## src/rtl/riscv_v_inst_queue.sv

```systemverilog
// Vector instruction queue: small FIFO between vector dispatch and vector decode.
// The head entry is read combinationally. A NOP is shown whenever the queue is empty.
module riscv_v_inst_queue #(
    parameter int DEPTH = 4,
    parameter int CNT_W = $clog2(DEPTH + 1)
) (
    input  logic             clk,
    input  logic             rst,
    input  logic             clear_pipe,
    input  logic             inst_valid_if,
    input  logic [31:0]      inst_if,
    output logic             inst_ready_if,
    input  logic             stall_id,
    output logic [31:0]      instruction_id,
    output logic             inst_valid_id,
    output logic [CNT_W-1:0] count,
    output logic             empty,
    output logic             full,
    output logic             overflow_err
);

    localparam int          PTR_W = $clog2(DEPTH);
    localparam logic [31:0] NOP   = 32'h0000_0013;

    logic [31:0]      mem [DEPTH];
    logic [PTR_W-1:0] wr_ptr;
    logic [PTR_W-1:0] rd_ptr;
    logic [CNT_W-1:0] count_q;
    logic             overflow_q;
    logic             push;
    logic             pop;

    assign count         = count_q;
    assign empty         = (count_q == '0);
    assign full          = (count_q == CNT_W'(DEPTH));
    assign inst_ready_if = ~full & ~clear_pipe;
    assign inst_valid_id = ~empty;
    assign instruction_id = empty ? NOP : mem[rd_ptr];
    assign overflow_err  = overflow_q;

    assign push = inst_valid_if & inst_ready_if;
    assign pop  = inst_valid_id & ~stall_id;

    always_ff @(posedge clk or posedge rst) begin
        if (rst) begin
            wr_ptr     <= '0;
            rd_ptr     <= '0;
            count_q    <= '0;
            overflow_q <= 1'b0;
        end else if (clear_pipe) begin
            // Flush only invalidates entries; the array keeps its stale data.
            wr_ptr  <= '0;
            rd_ptr  <= '0;
            count_q <= '0;
        end else begin
            if (push) begin
                wr_ptr <= wr_ptr + PTR_W'(1);
            end
            if (pop) begin
                rd_ptr <= rd_ptr + PTR_W'(1);
            end
            case ({push, pop})
                2'b10:   count_q <= count_q + CNT_W'(1);
                2'b01:   count_q <= count_q - CNT_W'(1);
                default: count_q <= count_q;
            endcase
            if (inst_valid_if & full) begin
                overflow_q <= 1'b1;
            end
        end
    end

    always_ff @(posedge clk) begin
        if (push) begin
            mem[wr_ptr] <= inst_if;
        end
    end

endmodule

```

## config.mk

```make
export PLATFORM = sky130hd
export DESIGN_NAME = riscv_v_inst_queue
export DESIGN_NICKNAME = d
export VERILOG_FILES = /design/src/rtl/riscv_v_inst_queue.sv
export SDC_FILE = /design/constraint.sdc
export NUM_CORES = 1
export LEC_CHECK = 0
export ABC_AREA = 1
export BUFFER_PORTS_ARGS = -buffer_cell sky130_fd_sc_hd__clkbuf_2
export CORE_MARGIN = 4
export CORE_UTILIZATION = 45
export CTS_CLUSTER_DIAMETER = 120
export DETAILED_ROUTE_END_ITERATION = 7
export HOLD_SLACK_MARGIN = 0.1
export PLACE_DENSITY_LB_ADDON = 0.15
export SYNTH_ARGS = -nofsm -noshare
export SYNTH_HDL_FRONTEND = slang
export SYNTH_SLANG_ARGS = --single-unit
```

## constraint.sdc

```tcl
create_clock -name clk -period 3.3 [get_ports clk]
set_input_delay 0.165 -clock clk [delete_from_list [all_inputs] [get_ports clk]]
set_output_delay 0.165 -clock clk [all_outputs]
set_load 0.005 [all_outputs]
```

# Word level (Yosys, flattened, before mapping)
# Memories as Yosys holds them, arrays and structs flattened.
# Index checks and enable logic that the tools add are counted.
[classes] addsub=4 eq_ne=3 muxes=9 bitwise_logic=8 n_reduce_logical=5
[ops] op="$mux W32" count=1
[ops] op="$mux W2" count=4
[ops] op="$pmux W3 S2" count=1
[ops] op="$add A2 B1 Y2 const B" count=2
[ops] op="$and A1 B1 Y1" count=4
[ops] op="$not A1 Y1" count=4
[ops] op="$reduce_bool A2 Y1" count=2
[ops] op="$add A3 B1 Y3 const B" count=1
[ops] op="$eq A3 B3 Y1 const B" count=1
[ops] op="$logic_not A3 Y1" count=1
[ops] op="$mux W3" count=1
[ops] op="$reduce_bool A3 Y1" count=1
[ops] op="$sub A3 B1 Y3 const B" count=1
[ops] op="$eq A2 B1 Y1 const B" count=1
[ops] op="$eq A2 B2 Y1 const B" count=1
[ops] op="$mux W1" count=2
[ops] op="$reduce_and A2 Y1" count=1
[word_totals] ff_bits=8 ramBits=128 inputBits=37 memories=1
[memory_table] name="mem" words=4 width=32 read_ports=1 rd_clocked_by_memory_dff=0 write_ports=1 line="25" source="logic [31:0] mem [DEPTH];"

# Longest topological paths before layout
# Gate-level depths: netlist (run 1).
[depth] ltp_word=7 ltp_mapped=13

# Worst setup path before layout (run 1)
# Ideal clock, no wire load.
[synth_timing] path_type="register to register" start="register count_q[0], in the netlist count[0]" end="memory mem[0][0], enable pin" setup_time_ps=421 t_arrival_ps=2086 t_required_ps=2879 path_slack_ps=793 path_stages_with_launch=5 path_buffers=0 synth_period_minus_slack_ps=2507 path_cell_list="dfrtp_1 nor2_4 nand2_2 nand2_4 nor2_1"
[synth_between] elab_chain_len=6
[synth_rtl] item="from (decl)" line="28" source="logic [CNT_W-1:0] count_q;"
[synth_rtl] item="from (signal assigned)" line="63" source="2'b10: count_q <= count_q + CNT_W'(1);"
[synth_rtl] item="from (signal assigned)" line="64" source="2'b01: count_q <= count_q - CNT_W'(1);"
[synth_rtl] item="from (signal assigned)" line="65" source="default: count_q <= count_q;"
[synth_rtl] item="$eq A3 B3 Y1" line="35" source="assign full = (count_q == CNT_W'(DEPTH));"
[synth_rtl] item="$not A1 Y1" line="36" source="assign inst_ready_if = ~full & ~clear_pipe;"
[synth_rtl] item="$and A1 B1 Y1" line="36"
[synth_rtl] item="$and A1 B1 Y1" line="41" source="assign push = inst_valid_if & inst_ready_if;"
[synth_rtl] item="$mux W1" line="74" source="if (push) begin"
[synth_rtl] item="$mux W1 (not written as such)" line="75" source="mem[wr_ptr] <= inst_if;"
[synth_rtl] item="to (decl)" line="25"
# No other way between the ends.

# Worst setup path in the final report (run 1)
[layout_timing] start="register rd_ptr[0]" end="output instruction_id[0]"
[layout_between] elab_chain_len=2
[layout_rtl] item="from (decl)" line="27" source="logic [PTR_W-1:0] rd_ptr;"
[layout_rtl] item="from (signal assigned)" line="60" source="rd_ptr <= rd_ptr + PTR_W'(1);"
[layout_rtl] item="$mem_v2 Z4 W32"
[layout_rtl] item="$mux W32" line="38" source="assign instruction_id = empty ? NOP : mem[rd_ptr];"
[layout_rtl] item="to (decl)" line="14" source="output logic [31:0] instruction_id,"
# No other way between the ends.

==> results of run 1 <==
cells by family (layout without fill, tap and decap cells):
group           count (synthesis)  in the layout  synth area share (%)
xor+xnor                        1              1                 0.159
flops                         136            136                  73.5
fa+ha+maj                       5              5                  1.27
compound gates                101            101                  9.58
buf+inv                        42            168                  3.87
simple gates                  158            158                  11.6
cell type report:
| class | instances | area (sq um) | share of cell area, % |
|---|---|---|---|
| flip-flops and latches | 136 | 4050 | 57.7 |
| multi-input cells | 265 | 1270 | 18.1 |
| repair buffers | 118 | 786 | 11.2 |
| clock buffers | 18 | 429 | 6.12 |
| clock inverters | 14 | 229 | 3.26 |
| well taps | 147 | 184 | 2.62 |
| inverters | 18 | 67.6 | 0.963 |
registers in the layout, indices dropped and copies added (netlist names):
name / cells
rd_ptr: 2
wr_ptr: 2
count: 3
overflow_err: 1
mem: 128
per-stage QoR:
step	cells	total power, mW	setup slack, ns	hold WS [ns]	cell area [sq um]
2_1_floorplan	443	2.62	0.793	-0.0193	5500
3_3_place_gp	648	2.96	1.28	0.116	5990
3_5_place_dp	648	2.97	1.25	0.119	5990
4_1_cts	716	5.11	0.858	0.119	7010
5_1_grt	716	5.29	0.746	0.144	7010
6_report	716	5.05	0.932	0.136	7010
worst min-delay path, stage by stage:
cell and delay (ns):
clkbuf_2 0.11, a21oi_2 0.06, nand2_1 0.09, a21oi_1 0.07
where the power goes:
group	switching (mW)	leakage [nW]	internal, mW
combinational	0.606	1.08	0.332
sequential	0.0376	1.27	1.98
clock	0.687	0.311	1.41
timing repair:
item,4_1_cts,5_1_grt
gates resized for setup,0,0
buffers inserted,0,0
hold buffers,36,0
hold endpoints to repair,141,0
how the worst max path moves through the flow:
stage	end	slack, ns	depth (start not counted)
3_5_place_dp	mem[1][16]	1.25	5
6_report	instruction_id[0]	0.93	4
5_1_grt	instruction_id[2]	0.75	6
4_1_cts	instruction_id[0]	0.86	4
2_1_floorplan	mem[0][0]	0.79	4
3_3_place_gp	mem[2][19]	1.28	4
cell usage in the layout, fill, tap and decap left out, types with 7 or more instances in the layout:
cell / netlist / routed
a21oi_1: 31 / 31
clkbuf_16: 0 / 17
clkbuf_2: 3 / 76
dfrtp_1: 8 / 7
dlygate4sd3_1: 0 / 36
edfxtp_1: 128 / 128
inv_1: 11 / 11
nand2_1: 12 / 12
nor2_1: 133 / 129
o21ai_0: 22 / 22
o21ai_1: 42 / 42
metal layers:
| layer | vias to the layer above | wire length, um | track usage [%] |
|---|---|---|---|
| met5 | - | 0 | 0 |
| li1 | 1783 | - | - |
| met3 | 18 | 452 | 5.12 |
| met1 | 1760 | 5230 | 22.4 |
| met2 | 76 | 5880 | 28.3 |
| met4 | 0 | 151 | 6.52 |
==> key figures, run 1 <==
Die
  – Initial Utilization: 45.8%
  – Die span in x: 119 um
  – I/O pins: 77
  – Die ar.: 14100 sq um
  – Row count: 40
  – Core Footprint: 12000 sq um
  – Die H: 119 um

Route
  – # DRC: 0
  – Detail Route Antenna Nets: 0
  – Drt pass-1 iters: 4
  – Vias: 3637
  – DR vias/cell: 5.08
  – Wire per inst: 16.4 um
  – Final wirelength: 11700 um
  – Iter 0 DRT Violations: 241

STA
  – Max Clk Rate: 422 MHz
  – Fin. Hold Viols: 0
  – Final Max Tran Viols: 0
  – Setup TNS: 0 ns
  – RSZ-0062 raised after global routing: no
  – Worst-margin pin slew: 1.04 ns
  – Max_slew headroom: 30.6%
  – Fin crit period: 2.37 ns
  – Setup Skew: 0.00558 ns
  – Endpoints failing setup: 0
  – Final Cycle Share: 71.8%

Placed design
  – # port buffers: 76
  – Final Wtd Congestion: 0.728
  – HPWL after DPL: 6810 um

Worst setup path
  – Max Fanout on Critical Path: 65
  – Worst Path Required: 3.13 ns
  – Buf+Inv Stages, Crit Path: 2
  – WS Path Type: flip-flop to output pin
  – CP arrival: 2.20 ns
  – Crit path cell chain: buf_4, nor2_1, o311ai_0, clkbuf_2
  – Critical path launch point: rd_ptr[0]
  – Reg2reg end: rd_ptr[0]
  – Worst-case reg-to-reg path depth: 5
  – Worst path slowest cell: buf_4
  – CP peak stage delay: 0.59 ns
  – Worst reg2reg setup slack: 1.30 ns
  – Reg2reg start: rd_ptr[0]
  – CP endpoint kind: output pin
  – Critical path startpoint category: flip-flop
  – CP delay by family, top: buffers and inverters

Synth
  – Synth Flop Type: edfxtp_1
  – Async set-reset flop share out of synthesis: 5.88%
  – EDFF count, synth: 128
  – Syn Area/Cell: 12.4 sq um
  – FF+latch count, synth: 136
  – Yosys warning total: 0
  – Post-Synthesis Cells: 443
  – Synth area leaders: edfxtp_1, nor2_1, o21ai_1
  – Synth unique cells: 29
  – Most frequent cell after synthesis: nor2_1
  – Yosys top cell by area: edfxtp_1
  – Share of the synthesized area in the top cell type: 69.9%
  – Seq/Total Area, Yosys: 73.5%
  – Mapped cell area: 5500 sq um
  – Syn nets: 485
  – Post-synth top cells: nor2_1, edfxtp_1, o21ai_1

Layout
  – Share of layout cells above drive strength 1: 23.0%
  – Nets: 598
  – Filler instances: 985
  – Syn-to-layout area delta: 27.5%
  – Post-route core utilization: 58.4%
  – Ant diodes: 0

Power and ir drop
  – Power Density: 721 nW/um^2
  – Leakage: 2.66 nW
  – Worst IR drop on VDD: 0.289 mV

Clock network
  – Worst-path clk slew: 0.06 ns
  – CTS tree: built
  – CTS Buf Count: 17
  – Maximum clock path buffer count: 2
  – Later-pin clock latency in the skew report: 0.41 ns
  – Clock sink total: 136
  – H-tree levels: 4
  – Root Driver: clkbuf_16

Global routing
  – Vias in the first global route: 3625
  – Largest net degree at the start of global routing: 66
  – Initial antenna violation count: 0
  – First-pass GRT wire length: 19100 um
  – Congestion Overflow GR: 0
  – Tot GR Track Use: 17.5%

Min path
  – Worst Hold Class: input port to flip-flop
  – Hold EP: rd_ptr[1]
  – Hold path cells: 4
  – Hold path start: stall_id

Outcome
  – Status: completed

Run
  – Number of max-cap violations: 0
(Power assumes the default switching activity.)
==> run 2: changes to the inputs <==
==> constraint.sdc (replaced) <==
create_clock -name clk -period 1.92 [get_ports clk]
set_input_delay 0.096 -clock clk [delete_from_list [all_inputs] [get_ports clk]]
set_output_delay 0.096 -clock clk [all_outputs]
set_load 0.005 [all_outputs]
==> run 2 against run 1 <==
  * Count of clock-buffer cells in the layout decreased by 1
  * Cell count increased by 2.9%
  * Worst setup slack got worse by 0.87 ns
  * Critical path depth increased by 1
  * Routed wire length decreased by 1.3%
  * Die area unchanged
  * Global-route usage decreased by 0.20 points
  * Register-to-register slack got worse by 1.2 ns
  * Hold slack improved by 0.036 ns
  * Cell area increased by 1.9%
  * Flip-flop and latch count unchanged
==> key figures, run 2 (synthesis gave the netlist of run 1 again) <==
Outcome
  – Status: completed

Placed design
  – HPWL after DPL: 7410 um (+8.9%)
  – Final Wtd Congestion: 0.795 (+9.2%)
  – # port buffers: 76 (unchanged)
  – Post-Place Worst Slack: 0.0531 ns (-1.19 ns)

Route
  – Vias: 3682 (+1.2%)
  – DR vias/cell: 5.00 (-1.6%)
  – Drt pass-1 iters: 4 (unchanged)
  – Wire per inst: 15.7 um (-4.1%)
  – Iter 0 DRT Violations: 199 (-17%)
  – Final wirelength: 11600 um (-1.3%)
  – Detail Route Antenna Nets: 0 (unchanged)
  – # DRC: 0 (unchanged)

Layout
  – Most frequent cells in the layout: nor2_1, edfxtp_1, clkbuf_2
  – Nets: 619 (+3.5%)
  – Share of layout cells above drive strength 1: 26.1% (+3.1 points)
  – Commonest non-fill, non-tap cell in the layout: nor2_1
  – Max reg flops: 128 (unchanged)
  – Filler instances: 953 (-3.2%)
  – Syn-to-layout area delta: 29.9%
  – Register with the most flip-flops: mem
  – Ant diodes: 0 (unchanged)

STA
  – Final Cycle Share: 96.9%
  – Crit path setup slack, layout: 0.0594 ns (-0.872 ns)
  – Setup TNS: 0 ns (unchanged)
  – Final Max Tran Viols: 0 (unchanged)
  – Fin crit period: 1.86 ns
  – Fin. Hold Viols: 0 (unchanged)
  – RSZ-0062 raised after global routing: yes
  – Max Clk Rate: 537 MHz
  – Max_slew headroom: 75.8% (+45 points)
  – Endpoints failing setup: 0 (unchanged)
  – Setup Skew: 0.00454 ns (-0.00104 ns)
  – Worst-margin pin slew: 0.358 ns (-0.682 ns)

Global routing
  – Initial antenna violation count: 0 (unchanged)
  – Tot GR Track Use: 17.3% (-0.20 points)
  – Vias in the first global route: 3715 (+2.5%)
  – Largest net degree at the start of global routing: 24 (-64%)
  – First-pass GRT wire length: 19000 um (-0.50%)
  – Congestion Overflow GR: 0 (unchanged)

Clock network
  – H-tree levels: 4 (unchanged)
  – CTS Buf Count: 17 (unchanged)
  – Setup Fix Bufs, Post-CTS: 0 (unchanged)
  – CTS tree: built
  – Later-pin clock latency in the skew report: 0.41 ns (about the same)
  – Maximum clock path buffer count: 2 (unchanged)
  – Root Driver: clkbuf_16
  – Clock sink total: 136 (unchanged)
  – Worst-path clk slew: 0.06 ns (about the same)

Power and ir drop
  – Power Density: 1180 nW/um^2 (+64%)
  – Worst IR drop on VDD: 0.680 mV (+140%)
  – Leakage: 2.74 nW (+2.7%)

Worst setup path
  – WS Path Type: flip-flop to output pin
  – Critical path launch point: rd_ptr[0]
  – Max Fanout on Critical Path: 13 (-80%)
  – Worst reg2reg setup slack: 0.14 ns (-1.16 ns)
  – Worst-case reg-to-reg path depth: 11 (+6)
  – Critical path startpoint category: flip-flop
  – Reg2reg end: count[2]
  – Worst Path Required: 1.82 ns (-1.31 ns)
  – Reg2reg start: count[1]
  – CP endpoint kind: output pin
  – CP arrival: 1.76 ns (-0.44 ns)

Die
  – Core Footprint: 12000 sq um (unchanged)
  – Die span in x: 119 um (unchanged)
  – Initial Utilization: 45.8% (unchanged)
  – Die ar.: 14100 sq um (unchanged)
  – I/O pins: 77 (unchanged)
  – Die H: 119 um (unchanged)
  – Row count: 40 (unchanged)

Min path
  – Worst Hold Class: input port to asynchronous set/reset pin

Run
  – Number of max-cap violations: 0 (unchanged)
run 2: cell types whose count changed in the layout (fill, tap and decap cells not counted), moves of 2 or more:
cell,before,now
buf_4,6,22
bufinv_16,6,3
dfrtp_1,7,4
dfrtp_2,1,4
clkinv_1,3,5
dlygate4sd3_1,36,38
o311ai_0,2,0
o311ai_1,1,3
run 2: stage by stage:
stage	cells	hold slack [ns]	area [sq um]	power [mW]	utilization (%)
after floorplan	443	-0.0883	5510	4.51	-
after global placement	667	0.0485	6150	5.18	51.2
after detailed placement	667	0.0623	6150	5.20	51.2
after CTS	737	0.167	7120	8.49	59.2
after global routing	737	0.195	7140	8.84	59.5
final	737	0.172	7140	8.42	59.5
run 2: timing repair:
item / CTS / global route
setup endpoints to repair: 3 / 26
resized for setup: 2 / 10
endpoints found under the hold margin: 144 / 0
hold buffers: 38 / 0
pin swaps: 0 / 2
run 2: report_power, final:
group | total [mW] | internal [mW] | leakage, nW | switching [mW]
Clock | 3.20 | 2.02 | 0.279 | 1.19
Combinational | 1.74 | 0.687 | 1.19 | 1.05
Sequential | 3.48 | 3.41 | 1.26 | 0.0718
run 2: critical path, stage by stage, from the launching register on:
cell and delay [ns]:
dfrtp_2 0.46, inv_2 0.15, buf_4 0.22, nor2_1 0.06, o311ai_1 0.28, clkbuf_2 0.18
run 2: layer usage:
metal / routed length [um] / up-vias / GRT usage (%)
met5: 0 / - / 0
met4: 182 / 0 / 8.04
met3: 521 / 16 / 4.45
met2: 5590 / 88 / 27.2
met1: 5260 / 1750 / 22.5
li1: - / 1828 / -
run 2: worst max-delay path by stage:
stage | to | slack, ns | cells after the start
2_1_floorplan | mem[0][0] | -0.06 | 4
5_1_grt | instruction_id[4] | -0.03 | 7
3_5_place_dp | count[2] | 0.05 | 11
6_report | instruction_id[1] | 0.06 | 5
3_3_place_gp | count[2] | 0.13 | 11
4_1_cts | instruction_id[0] | -0.01 | 7
run 2: layout make-up:
type	instances	area [sq um]	area share, %
clock buffers	17	425	5.96
inverters	18	70.1	0.981
flip-flops and latches	136	4050	56.7
well taps	147	184	2.57
repair buffers	139	972	13.6
multi-input cells	265	1280	18.0
clock inverters	15	160	2.24
